<file path="config.mk">
export PLATFORM = sky130hd
export DESIGN_NAME = mux_scan
export DESIGN_NICKNAME = d
export VERILOG_FILES = /design/src/rtl/mux_scan_pkg.sv /design/src/rtl/mux_scan_counter.sv /design/src/rtl/mux_scan.sv
export SDC_FILE = /design/constraint.sdc
export NUM_CORES = 1
export LEC_CHECK = 0
export CORE_MARGIN = 2
export CORE_UTILIZATION = 51
export CTS_CLUSTER_DIAMETER = 100
export CTS_CLUSTER_SIZE = 14
export DETAILED_ROUTE_END_ITERATION = 12
export GPL_ROUTABILITY_DRIVEN = 0
export PLACE_DENSITY = 0.9
export REMOVE_ABC_BUFFERS = 1
export SLEW_MARGIN = 20
export SYNTH_ARGS = -nofsm -noshare
export SYNTH_HDL_FRONTEND = slang
export SYNTH_SLANG_ARGS = --single-unit
</file>
<file path="constraint.sdc">
create_clock -name clk -period 3.25 [get_ports clk]
set_clock_uncertainty 0.05 [all_clocks]
set_input_delay 0.325 -clock clk [delete_from_list [all_inputs] [get_ports clk]]
set_output_delay 0.325 -clock clk [all_outputs]
set_load 0.01 [all_outputs]
</file>
<file path="src/rtl/mux_scan_pkg.sv">
// Shared types for the registered scanning multiplexer: FSM states, mode
// encoding and the select/counter width helper.
package mux_pkg;

    typedef enum logic [1:0] {
        IDLE   = 2'd0,
        DIRECT = 2'd1,
        SCAN   = 2'd2
    } mux_state_e;

    typedef enum logic {
        MODE_DIRECT = 1'b0,
        MODE_SCAN   = 1'b1
    } mux_mode_e;

    // Bits needed to index v items, never less than one.
    function automatic int clog2_min1(input int v);
        return (v > 2) ? $clog2(v) : 1;
    endfunction

endpackage

</file>
<file path="src/rtl/mux_scan_counter.sv">
// Scan position tracker: channel index plus dwell count, with a look-ahead
// flag telling the top that the current sample is the last of the sweep.
module scan_counter
    import mux_pkg::*;
#(
    parameter int  N     = 8,
    parameter int  DWELL = 4,
    localparam int SW    = clog2_min1(N),
    localparam int DW    = clog2_min1(DWELL)
) (
    input  logic          clk,
    input  logic          reset,
    input  logic          clr,
    input  logic          en,
    output logic [SW-1:0] idx,
    output logic          wrap_next
);

    logic [SW-1:0] idx_q;
    logic [SW-1:0] idx_d;
    logic [DW-1:0] dwell_q;
    logic [DW-1:0] dwell_d;
    logic          dwell_last_s;
    logic          idx_last_s;

    assign dwell_last_s = (dwell_q == DW'(DWELL - 1));
    assign idx_last_s   = (idx_q == SW'(N - 1));

    // Next position: clear wins, then advance on enable, otherwise hold.
    always_comb begin
        idx_d   = idx_q;
        dwell_d = dwell_q;
        if (clr) begin
            idx_d   = '0;
            dwell_d = '0;
        end else if (en) begin
            if (dwell_last_s) begin
                dwell_d = '0;
                idx_d   = idx_last_s ? '0 : (idx_q + SW'(1));
            end else begin
                dwell_d = dwell_q + DW'(1);
            end
        end else begin
            idx_d   = idx_q;
            dwell_d = dwell_q;
        end
    end

    // Position registers.
    always_ff @(posedge clk) begin
        if (reset) begin
            idx_q   <= '0;
            dwell_q <= '0;
        end else begin
            idx_q   <= idx_d;
            dwell_q <= dwell_d;
        end
    end

    assign idx       = idx_q;
    assign wrap_next = en && !clr && dwell_last_s && idx_last_s;

endmodule

</file>
<file path="src/rtl/mux_scan.sv">
// Registered N-channel, W-bit multiplexer with a direct-select mode and an
// automatic scan mode that holds each channel for DWELL enabled cycles.
module mux_scan
    import mux_pkg::*;
#(
    parameter int  N     = 8,
    parameter int  W     = 1,
    parameter int  DWELL = 4,
    localparam int SW    = clog2_min1(N)
) (
    input  logic            clk,
    input  logic            reset,
    input  logic            mode,
    input  logic            en,
    input  logic [SW-1:0]   s,
    input  logic [N*W-1:0]  d,
    output logic [W-1:0]    y,
    output logic [SW-1:0]   ch,
    output logic            valid,
    output logic            sweep_end
);

    mux_state_e    state_q;
    logic [W-1:0]  y_q;
    logic [SW-1:0] ch_q;
    logic          valid_q;
    logic          sweep_end_q;

    mux_mode_e     mode_s;
    logic          scanning_s;
    logic          cnt_en_s;
    logic          cnt_clr_s;
    logic [SW-1:0] idx_s;
    logic          wrap_next_s;
    logic          s_in_range_s;
    logic [W-1:0]  s_data_s;
    logic [W-1:0]  idx_data_s;

    assign mode_s       = mux_mode_e'(mode);
    assign scanning_s   = (state_q == SCAN) && (mode_s == MODE_SCAN);
    assign cnt_en_s     = scanning_s && en;
    assign cnt_clr_s    = !scanning_s;
    assign s_in_range_s = ({1'b0, s} < (SW + 1)'(N));

    scan_counter #(
        .N     (N),
        .DWELL (DWELL)
    ) u_counter (
        .clk       (clk),
        .reset     (reset),
        .clr       (cnt_clr_s),
        .en        (cnt_en_s),
        .idx       (idx_s),
        .wrap_next (wrap_next_s)
    );

    // Channel pickers; an out-of-range select falls through to zero.
    always_comb begin
        s_data_s   = '0;
        idx_data_s = '0;
        for (int i = 0; i < N; i++) begin
            s_data_s   = (s == SW'(i))     ? d[i*W +: W] : s_data_s;
            idx_data_s = (idx_s == SW'(i)) ? d[i*W +: W] : idx_data_s;
        end
    end

    // Mode FSM and output registers; a mode change costs one invalid cycle.
    always_ff @(posedge clk) begin
        if (reset) begin
            state_q     <= IDLE;
            y_q         <= '0;
            ch_q        <= '0;
            valid_q     <= 1'b0;
            sweep_end_q <= 1'b0;
        end else begin
            case (state_q)
                IDLE: begin
                    state_q     <= (mode_s == MODE_SCAN) ? SCAN : DIRECT;
                    y_q         <= '0;
                    ch_q        <= '0;
                    valid_q     <= 1'b0;
                    sweep_end_q <= 1'b0;
                end
                DIRECT: begin
                    if (mode_s == MODE_SCAN) begin
                        state_q     <= SCAN;
                        valid_q     <= 1'b0;
                        sweep_end_q <= 1'b0;
                    end else begin
                        y_q         <= s_in_range_s ? s_data_s : '0;
                        ch_q        <= s;
                        valid_q     <= s_in_range_s;
                        sweep_end_q <= 1'b0;
                    end
                end
                SCAN: begin
                    if (mode_s == MODE_DIRECT) begin
                        state_q     <= DIRECT;
                        valid_q     <= 1'b0;
                        sweep_end_q <= 1'b0;
                    end else begin
                        y_q         <= idx_data_s;
                        ch_q        <= idx_s;
                        valid_q     <= 1'b1;
                        sweep_end_q <= wrap_next_s;
                    end
                end
                default: begin
                    state_q     <= IDLE;
                    y_q         <= '0;
                    ch_q        <= '0;
                    valid_q     <= 1'b0;
                    sweep_end_q <= 1'b0;
                end
            endcase
        end
    end

    assign y         = y_q;
    assign ch        = ch_q;
    assign valid     = valid_q;
    assign sweep_end = sweep_end_q;

endmodule

</file>
==> impl_metrics.tcl, run 1 <==
set metrics [dict create \
    required_ns 3.36 \
    finalCritPeriodShare_pct 55.07 \
    power_per_cell_area_nw_per_um2 435.4 \
    clock_tree.htree_level_count 1 \
    routed_via_density 5.985 \
    synth.top_cell.area_share_pct 30.23 \
    worst-slew-pin-transition_ns 0.3578 \
    relSlewSlack_pct 75.53 \
    final_antenna_net_count 0 \
    netlist_area_sq_um 860.8 \
    synth_cell_types 33 \
    global_route.usage.total_pct 22.48 \
    cts_resized 0 \
    drt_first_pass_iters 4 \
    share_of_final_layout_standard_cells_stronger_than_drive_strength_1_pct 8.547 \
    timing.final.max_slew_violations 0 \
    final_common_cell "clkdlybuf4s50_1" \
    grt_first_pass_wirelength_mm 3.291 \
    initial_utilization_pct 55.84 \
    cts_post_setup_buffers_inserted 0 \
    numClockSinks 13 \
    clock_latency_of_the_later_clocked_register_in_the_worst_skew_pair_ns 0.27 \
    pin_count_of_the_biggest_net_entering_global_routing 10 \
    fin_util_pct 71.27 \
    synth.yosys.seq_area_share_pct 30.23 \
    grt_remaining_overflow 0 \
    place.port_buffers 20 \
    post-synth-top-area-cell "dfxtp_1" \
    outcome "finished clean" \
    unrepaired_setup_endpoints_after_global_routing "false" \
    drt_iter0_markers 15 \
    drt-wirelength-per-cell_microns 14.62 \
    clock_path_buffers 2 \
    critical_path_arrival_ns 1.90 \
    drt_wl_total_mm 1.944 \
    clock_tree.root_cell "clkbuf_4" \
    drcViolationCount 0 \
    layout.cell_area.non_filler_sq_um 1099 \
    clk_pin_slew_worst_paths_ns 0.08 \
    synth.area.top_cells "dfxtp_1 30%, ha_1 15%, mux4_1 6.1%, nor2_1 5.7%, a21oi_1 4.1%" \
    synthCells 95 \
    finish.net_count 143 \
    critical_path_class "input pin to register" \
    cts_tree "yes" \
    critical_path.startpoint_type "input pin" \
    detailroute.via_count 796 \
    design.portCount 21 \
    final_period_minus_worst_setup_slack_ns 1.790 \
    finalHoldViolations 0 \
    number_of_global_route_vias_before_repair 774 \
    achievable-frequency_mhz 558.8 \
    floorplan.die_area_sq_um 2033 \
    layout_common_cells "20 x clkdlybuf4s50_1, 13 x nor2_1, 13 x dfxtp_1" \
    fill_cells 124 \
    regArea_sq_um 260.3 \
    insertedDiodeCount 0 \
    multi_input_area_sq_um 561.8 \
    postCtsHoldBufs 0 \
    placed_area_sq_um 1072 \
    crit_fanout 3 \
    antenna_found_initial 0 \
    cap_viol_max_count 0 \
    peakVddDrop_mv 0.3367 \
    dp_hpwl_mm 1.610 \
    ys_seq_elements 13 \
    ys.warnings.count 0 \
    area_growth_pct 27.62 \
    die_width_microns 45.09 \
    p_leak_uw 0.0004372 \
    fin_tns_setup_ns 0 \
    cp-end-kind "register" \
    finalSetupViolations 0 \
    post_layout_nonfiller_instances 133 \
    path_category_of_the_worst_min_delay_check "register to register" \
    tritoncts.num_buffers 3 \
    place_inst 129 \
    total_power_uw 478.3 \
    floorplan.die.height_microns 45.09 \
    postSynthAreaPerCell_sq_um 9.061 \
    coreArea_sq_um 1541 \
    row_count 14 \
]
[final cells by class]
type	instances	area share, %
clock buffers	4	2.392
flip-flops and latches	13	23.69
repair buffers	20	18.22
well taps	16	1.822
inverters	8	2.733
multi-input cells	72	51.14
[worst paths after layout]
kind / start / to / slack [ns] / depth (start not counted)
worst max-delay path: s[0] / y / 1.46 / 5
worst min-delay path: y / y / 0.47 / 2
worst max register to register: state_q[0] / y / 1.49 / 6
worst min register to register: y / y / 0.47 / 2
[per-layer routing]
| layer | global-route usage, % | vias to the layer above | part of all wire [%] |
|---|---|---|---|
| li1 | - | 394 | - |
| met1 | 24.69 | 367 | 41 |
| met2 | 40.29 | 29 | 51 |
| met3 | 6.400 | 6 | 5.5 |
| met4 | 8.824 | 0 | 2.7 |
| met5 | 0 | - | 0 |
[per-stage QoR]
stage                     setup WS [ns]  hold WS, ns
after floorplan                   1.740       0.3471
after CTS                         1.471       0.4677
after global placement            1.265       0.4302
after global routing              1.342       0.4891
after detailed placement          1.162       0.4518
final                             1.460       0.4654
[synth_stat cells]
cell       number
nand3_2         2
o21ai_0         1
clkbuf_1        1
nor3_1          3
mux2_4          1
mux4_1          2
ha_1           10
a21oi_1         7
nand2_1         3
inv_1           8
buf_2           1
o311ai_1        1
nand4_1         1
nand2b_1        2
a31oi_1         1
a2111oi_0       1
a311oi_1        1
nor2b_1         1
o211ai_1        1
a21boi_2        1
a211oi_1        1
a22o_2          1
mux2i_1         2
nor3b_1         1
a22o_1          2
a22oi_1         4
nand3b_1        1
mux2_2          1
nand3_1         5
dfxtp_1        13
nor3b_2         1
nor2_1         13
and3b_1         1
[power by group]
group          total [uW]  switching, uW  leakage, uW  internal, uW
Clock                 100           52.4    0.0000150          47.6
Combinational         186           95.8     0.000317          90.5
Sequential            192           15.9     0.000105           176
[cell families (layout without fill, tap and decap cells)]
group                      Yosys count  count (layout)  synth area share [%]
AOI/OAI and AO/OA                   22              22                 18.17
muxes                                6               6                 11.48
buffers and inverters               10              32                 4.505
adders and majority gates           10              10                 14.53
DFF                                 13              13                 30.23
and+or+nand+nor                     34              34                 21.08
[critical path, stage by stage]
cell and delay [ns]:
clkdlybuf4s50_1 0.55, mux4_1 0.59, mux2_2 0.29, nand3_2 0.08
nand3_2 0.07
[sequential cells by signal (all words and copies together) (netlist names)]
register / count
state_q: 2
u_counter.idx: 3
y: 1
u_counter.dwell_q: 2
sweep_end: 1
valid: 1
ch: 3
Power figures use the tool's default switching activity.
==> inputs of run 2 (changes only) <==
Settings changed: CORE_UTILIZATION 51 to 48, PLACE_DENSITY 0.9 to 0.86.
Clock period 3.25 ns to 1.68 ns, I/O delays scaled along.
==> run 2 against run 1 <==
Register-to-register slack got worse by 1.4 ns. Non-clock buffer count rose by 7. Critical endpoint unchanged. Worst setup slack got worse by 1.4 ns. Flip-flop and latch count did not move. Critical path depth rose by 1.
==> impl_metrics.tcl, run 2 (synthesized netlist as in run 1, its figures left out) <==
set metrics [dict create \
    cap_viol_max_count 0 \
    drt_wl_total_mm 1.921 \
    achievable-frequency_mhz 628.8 \
    peakVddDrop_mv 0.5843 \
    finish.net_count 150 \
    drt_first_pass_iters 4 \
    final_antenna_net_count 0 \
    worstPathCellList "inv_1 -> ha_1 -> nor2b_1 -> a2111oi_1 -> o311ai_1 -> nand3_2" \
    worst_min_delay_path_startpoint "y" \
    finalCritPeriodShare_pct 94.66 \
    clock_latency_of_the_later_clocked_register_in_the_worst_skew_pair_ns 0.29 \
    timing.critical_path.buf_inv 1 \
    layout_common_cells "20 x clkdlybuf4s50_1, 13 x nor2_1, 9 x ha_1, 9 x dfxtp_1, 8 x inv_1" \
    cp-end-kind "register" \
    grt_first_pass_wirelength_mm 3.146 \
    cts_post_setup_buffers_inserted 0 \
    tritoncts.num_buffers 3 \
    antenna_found_initial 0 \
    share_of_final_layout_standard_cells_stronger_than_drive_strength_1_pct 17.74 \
    clock_path_buffers 2 \
    floorplan.die.height_microns 46.35 \
    die_width_microns 46.35 \
    unrepaired_setup_endpoints_after_global_routing "false" \
    fill_cells 146 \
    coreArea_sq_um 1708 \
    critical_path.startpoint "u_counter.idx[0]" \
    post_layout_nonfiller_instances 149 \
    pin_count_of_the_biggest_net_entering_global_routing 9 \
    total_power_uw 976.9 \
    grt_remaining_overflow 0 \
    place.port_buffers 20 \
    area_growth_pct 36.92 \
    cts_tree "yes" \
    power_per_cell_area_nw_per_um2 828.9 \
    worst_path_dominant_cell_family "compound AO/OA/AOI/OAI gates" \
    postCtsHoldBufs 0 \
    final_period_minus_worst_setup_slack_ns 1.590 \
    clk_pin_slew_worst_paths_ns 0.09 \
    number_of_global_route_vias_before_repair 715 \
    required_ns 1.87 \
    outcome "finished clean" \
    crit_fanout 6 \
    critical_path_arrival_ns 1.78 \
    drt_iter0_markers 16 \
    reg2reg_from "u_counter.idx[0]" \
    worst-slew-pin-transition_ns 0.3471 \
    clock_tree.root_cell "clkbuf_4" \
    final_common_cell "clkdlybuf4s50_1" \
    initial_utilization_pct 50.40 \
    relSlewSlack_pct 76.80 \
    timing.final.max_slew_violations 0 \
    dp_hpwl_mm 1.593 \
    global_route.usage.total_pct 20.82 \
    clock_tree.htree_level_count 1 \
    routed_via_density 5.336 \
    row_count 15 \
    design.portCount 21 \
    insertedDiodeCount 0 \
    place_inst 145 \
    drcViolationCount 0 \
    finalSetupViolations 0 \
    fin_util_pct 69.01 \
    drt-wirelength-per-cell_microns 12.89 \
    detailroute.via_count 795 \
    critical_path_class "register to register" \
    slowest_delay_ns 0.40 \
    numClockSinks 13 \
    critical_path.startpoint_type "register" \
    floorplan.die_area_sq_um 2148 \
    crit_slowest_cell "dfxtp_2" \
    finalHoldViolations 0 \
    path_category_of_the_worst_min_delay_check "register to register" \
    p_leak_uw 0.0004805 \
]
[run 2: metal layers]
layer  GRT usage, %  vias up  part of all wire (%)
li1               -      407                     -
met1          26.49      370                    45
met2          34.44       13                    50
met3          4.706        5                   3.7
met4          6.857        0                   1.6
met5              0        -                     0
[run 2: worst reg2reg max path: stages, from the launching register on]
cell and delay (ns):
dfxtp_2 0.40, inv_1 0.08, ha_1 0.24, nor2b_1 0.15
a2111oi_1 0.38, o311ai_1 0.17, nand3_2 0.09
[run 2: what timing repair did]
item | CTS | global route
pin swaps | 0 | 0
gates resized for setup | 1 | 6
endpoints found under the setup margin | 1 | 4
[run 2: area by class of cell]
type / count / area, sq um / share of cell area (%)
inverters: 8 / 30.03 / 2.548
clock buffers: 4 / 26.28 / 2.229
repair buffers: 27 / 252.7 / 21.44
multi-input cells: 72 / 573.1 / 48.62
flip-flops and latches: 13 / 265.3 / 22.51
well taps: 25 / 31.28 / 2.654
[run 2: where the power goes]
part | switching (uW) | total (uW) | internal [uW]
logic | 188 | 399 | 211
registers | 27.5 | 370 | 343
clock network | 116 | 208 | 92.3
total | 331 | 977 | 646
[run 2: worst paths after layout]
kind | to | cells after the start | slack, ns
worst max-delay path | y | 6 | 0.09
worst min-delay path | y | 2 | 0.46
worst max register to register | y | 6 | 0.09
worst min register to register | y | 2 | 0.46
[run 2: stage by stage]
step	cell area, sq um	worst slack [ns]	TNS [ns]	hold WS, ns
after floorplan	852.1	0.1704	0	0.1901
after global placement	1136	-0.1540	-0.1540	0.4299
after detailed placement	1136	-0.2089	-0.2631	0.4506
after CTS	1164	0.007456	0	0.4697
after global routing	1179	0.008398	0	0.4885
final	1179	0.08972	0	0.4606
==> edit, RTL diff (flow settings as in run 2) <==
`DWELL` is set to 4 in 2 places; all go to 5.
--- a/src/rtl/mux_scan_counter.sv
+++ b/src/rtl/mux_scan_counter.sv
@@ -6,3 +6,3 @@
     parameter int  N     = 8,
-    parameter int  DWELL = 4,
+    parameter int  DWELL = 5,
     localparam int SW    = clog2_min1(N),
--- a/src/rtl/mux_scan.sv
+++ b/src/rtl/mux_scan.sv
@@ -7,3 +7,3 @@
     parameter int  W     = 1,
-    parameter int  DWELL = 4,
+    parameter int  DWELL = 5,
     localparam int SW    = clog2_min1(N)
Check against the original RTL: not equivalent (a bounded check fails within 10 cycles, from zero or initial values and one cycle with reset high).
==> edit against run 2 <==
Setup slack got worse by 0.058 ns. Combinational power is 91% higher. Sequential cell count grew 1. Cell count up 24%. Power rose by 44%. Wire length up 50%. Worst hold slack better by 0.0078 ns. Die area is 13% higher. Count of clock-buffer cells in the layout stayed put. Final area increased by 30%. Synthesized area up 14%. Non-clock buffer count up 19. Critical endpoint unchanged. Largest cell class unchanged. Largest power group unchanged.
==> edit: results (changes against run 2) <==
Outcome
  – Status: finished, final reports clean (unchanged)

Synth
  – Synth top area cells: dfxtp_1, ha_1, mux2i_1, nor2_1, nand3b_1 (was dfxtp_1, ha_1, mux4_1, nor2_1, a21oi_1)
  – Synth top cells by count: dfxtp_1, nor2_1, ha_1 (unchanged)
  – Unique masters post-synth: 33 (unchanged)
  – Syn_area_per_cell: 8.78 um2 (was 9.06 um2)
  – EDFF count, synth: 0 (unchanged)
  – YS warnings: 0 (unchanged)
  – Main flop type after synthesis: dfxtp_1 (unchanged)
  – Async SR Flop Fraction: 0% (unchanged)
  – Sequential element share of the synthesized area: 28.5% (was 30.2%)

Routing
  – Metal1 wirelength: 1110 um (was 861 um)
  – Met2 wire length: 1620 um (was 956 um)
  – Initial DRC count: 18 (was 16)
  – Post-DRT Antenna Nets: 0 (unchanged)
  – First drt pass iteration count: 4 (unchanged)
  – Vias: 984 (was 795)
  – Routed len/inst: 15.6 um (was 12.9 um)
  – Uppermost routed layer: met4 (unchanged)
  – Met3 wire length: 107 um (was 71 um)

Worst setup path
  – CP max stage delay: 0.37 ns (was 0.40 ns)
  – Crit path max-delay family: simple AND/OR/NAND/NOR gates (was compound AO/OA/AOI/OAI gates)
  – Slowest cell on the critical path: dfxtp_4 (was dfxtp_2)
  – Depth of the worst register-to-register path: 7 (was 6)
  – Worst-path fanout max: 5 (was 6)

Clocking
  – Clk Latency, worst-skew pair: 0.29 ns (about the same)
  – CTS Buf Count: 3 (unchanged)
  – Clock transition at path regs: 0.09 ns (about the same)
  – CTS root buffer: clkbuf_4 (unchanged)
  – Max H-tree Level: 1 (unchanged)
  – CTS max path bufs: 2 (unchanged)

Finish
  – Layout cells sized above 1: 37.3% (was 17.7%)
  – Antenna Cells: 0 (unchanged)
  – Fill cells: 140 (was 146)
  – Finished Layout Cells: 185 (was 149)

Global routing
  – First-pass GRT wire length: 4180 um (was 3150 um)
  – Met3 usage: 3.99% (was 4.71%)
  – Grt met1 use: 23.6% (was 26.5%)
  – Met2 Usage GRT: 41.9% (was 34.4%)
  – Vias in the first global route: 949 (was 715)
  – Global Route Usage Sum: 22.2% (was 20.8%)
  – Largest net degree at the start of global routing: 9 (unchanged)
  – Initial antenna violation count: 0 (unchanged)

Min path
  – Hold Crit Class: flip-flop to flip-flop (unchanged)
  – WHS Path Cells: 2 (unchanged)

Place
  – PortBufs: 20 (unchanged)
  – Placed Cells: 177 (was 145)
  – HPWL after DPL: 1990 um (was 1590 um)

Power
  – Worst vdd ir: 1.09 mV (was 0.584 mV)
  – Leakage power: 0.000589 uW (was 0.000481 uW)

Timing
  – Slew @ Worst Pin: 0.379 ns (was 0.347 ns)
## edit: area by class of cell
| cell class | instances | area (um2) | share of cell area, % |
|---|---|---|---|
| inverters | 9 | 33.8 | 2.21 |
| repair buffers | 46 | 403 | 26.4 |
| clock buffers | 4 | 36.3 | 2.37 |
| multi-input cells | 85 | 734 | 48.0 |
| well taps | 27 | 33.8 | 2.21 |
| flip-flops and latches | 14 | 288 | 18.8 |
## edit: kinds of logic after synthesis
family / after synthesis / synth area share, %
compound gates: 23 / 18.6
flops: 14 / 28.5
simple gates: 42 / 23.5
xor+xnor: 1 / 0.891
buf+inv: 13 / 5.72
fa+ha+maj: 11 / 14.0
mux: 8 / 8.78
## edit: final timing paths
check                    to                     startpoint  slack [ns]
min          y$_SDFFE_PP0P_                 y$_SDFFE_PP0P_        0.47
max reg2reg  y$_SDFFE_PP0P_  u_counter.idx[0]$_SDFFE_PP0P_        0.03
min reg2reg  y$_SDFFE_PP0P_                 y$_SDFFE_PP0P_        0.47
max          y$_SDFFE_PP0P_  u_counter.idx[0]$_SDFFE_PP0P_        0.03
## edit: stage by stage
step	worst slack, ns	area, um2	TNS, ns
5_1_grt	-0.0594	1530	-0.105
6_report	0.0318	1530	0
2_1_floorplan	-0.0137	961	-0.0137
4_1_cts	0.000572	1430	0
3_3_place_gp	-0.0295	1360	-0.0317
3_5_place_dp	-0.134	1360	-0.206
## edit: power breakdown
part | switching, uW | internal, uW
logic | 345 | 416
clock network | 116 | 132
registers | 27.5 | 370
## edit: repair_timing
action                                  in CTS  in global routing
setup buffers                                0                  4
pin swaps                                    0                  9
endpoints found under the setup margin       1                  4
resized for setup                           10                 18
hold buffers                                 0                  0
hold endpoints to repair                     0                  0
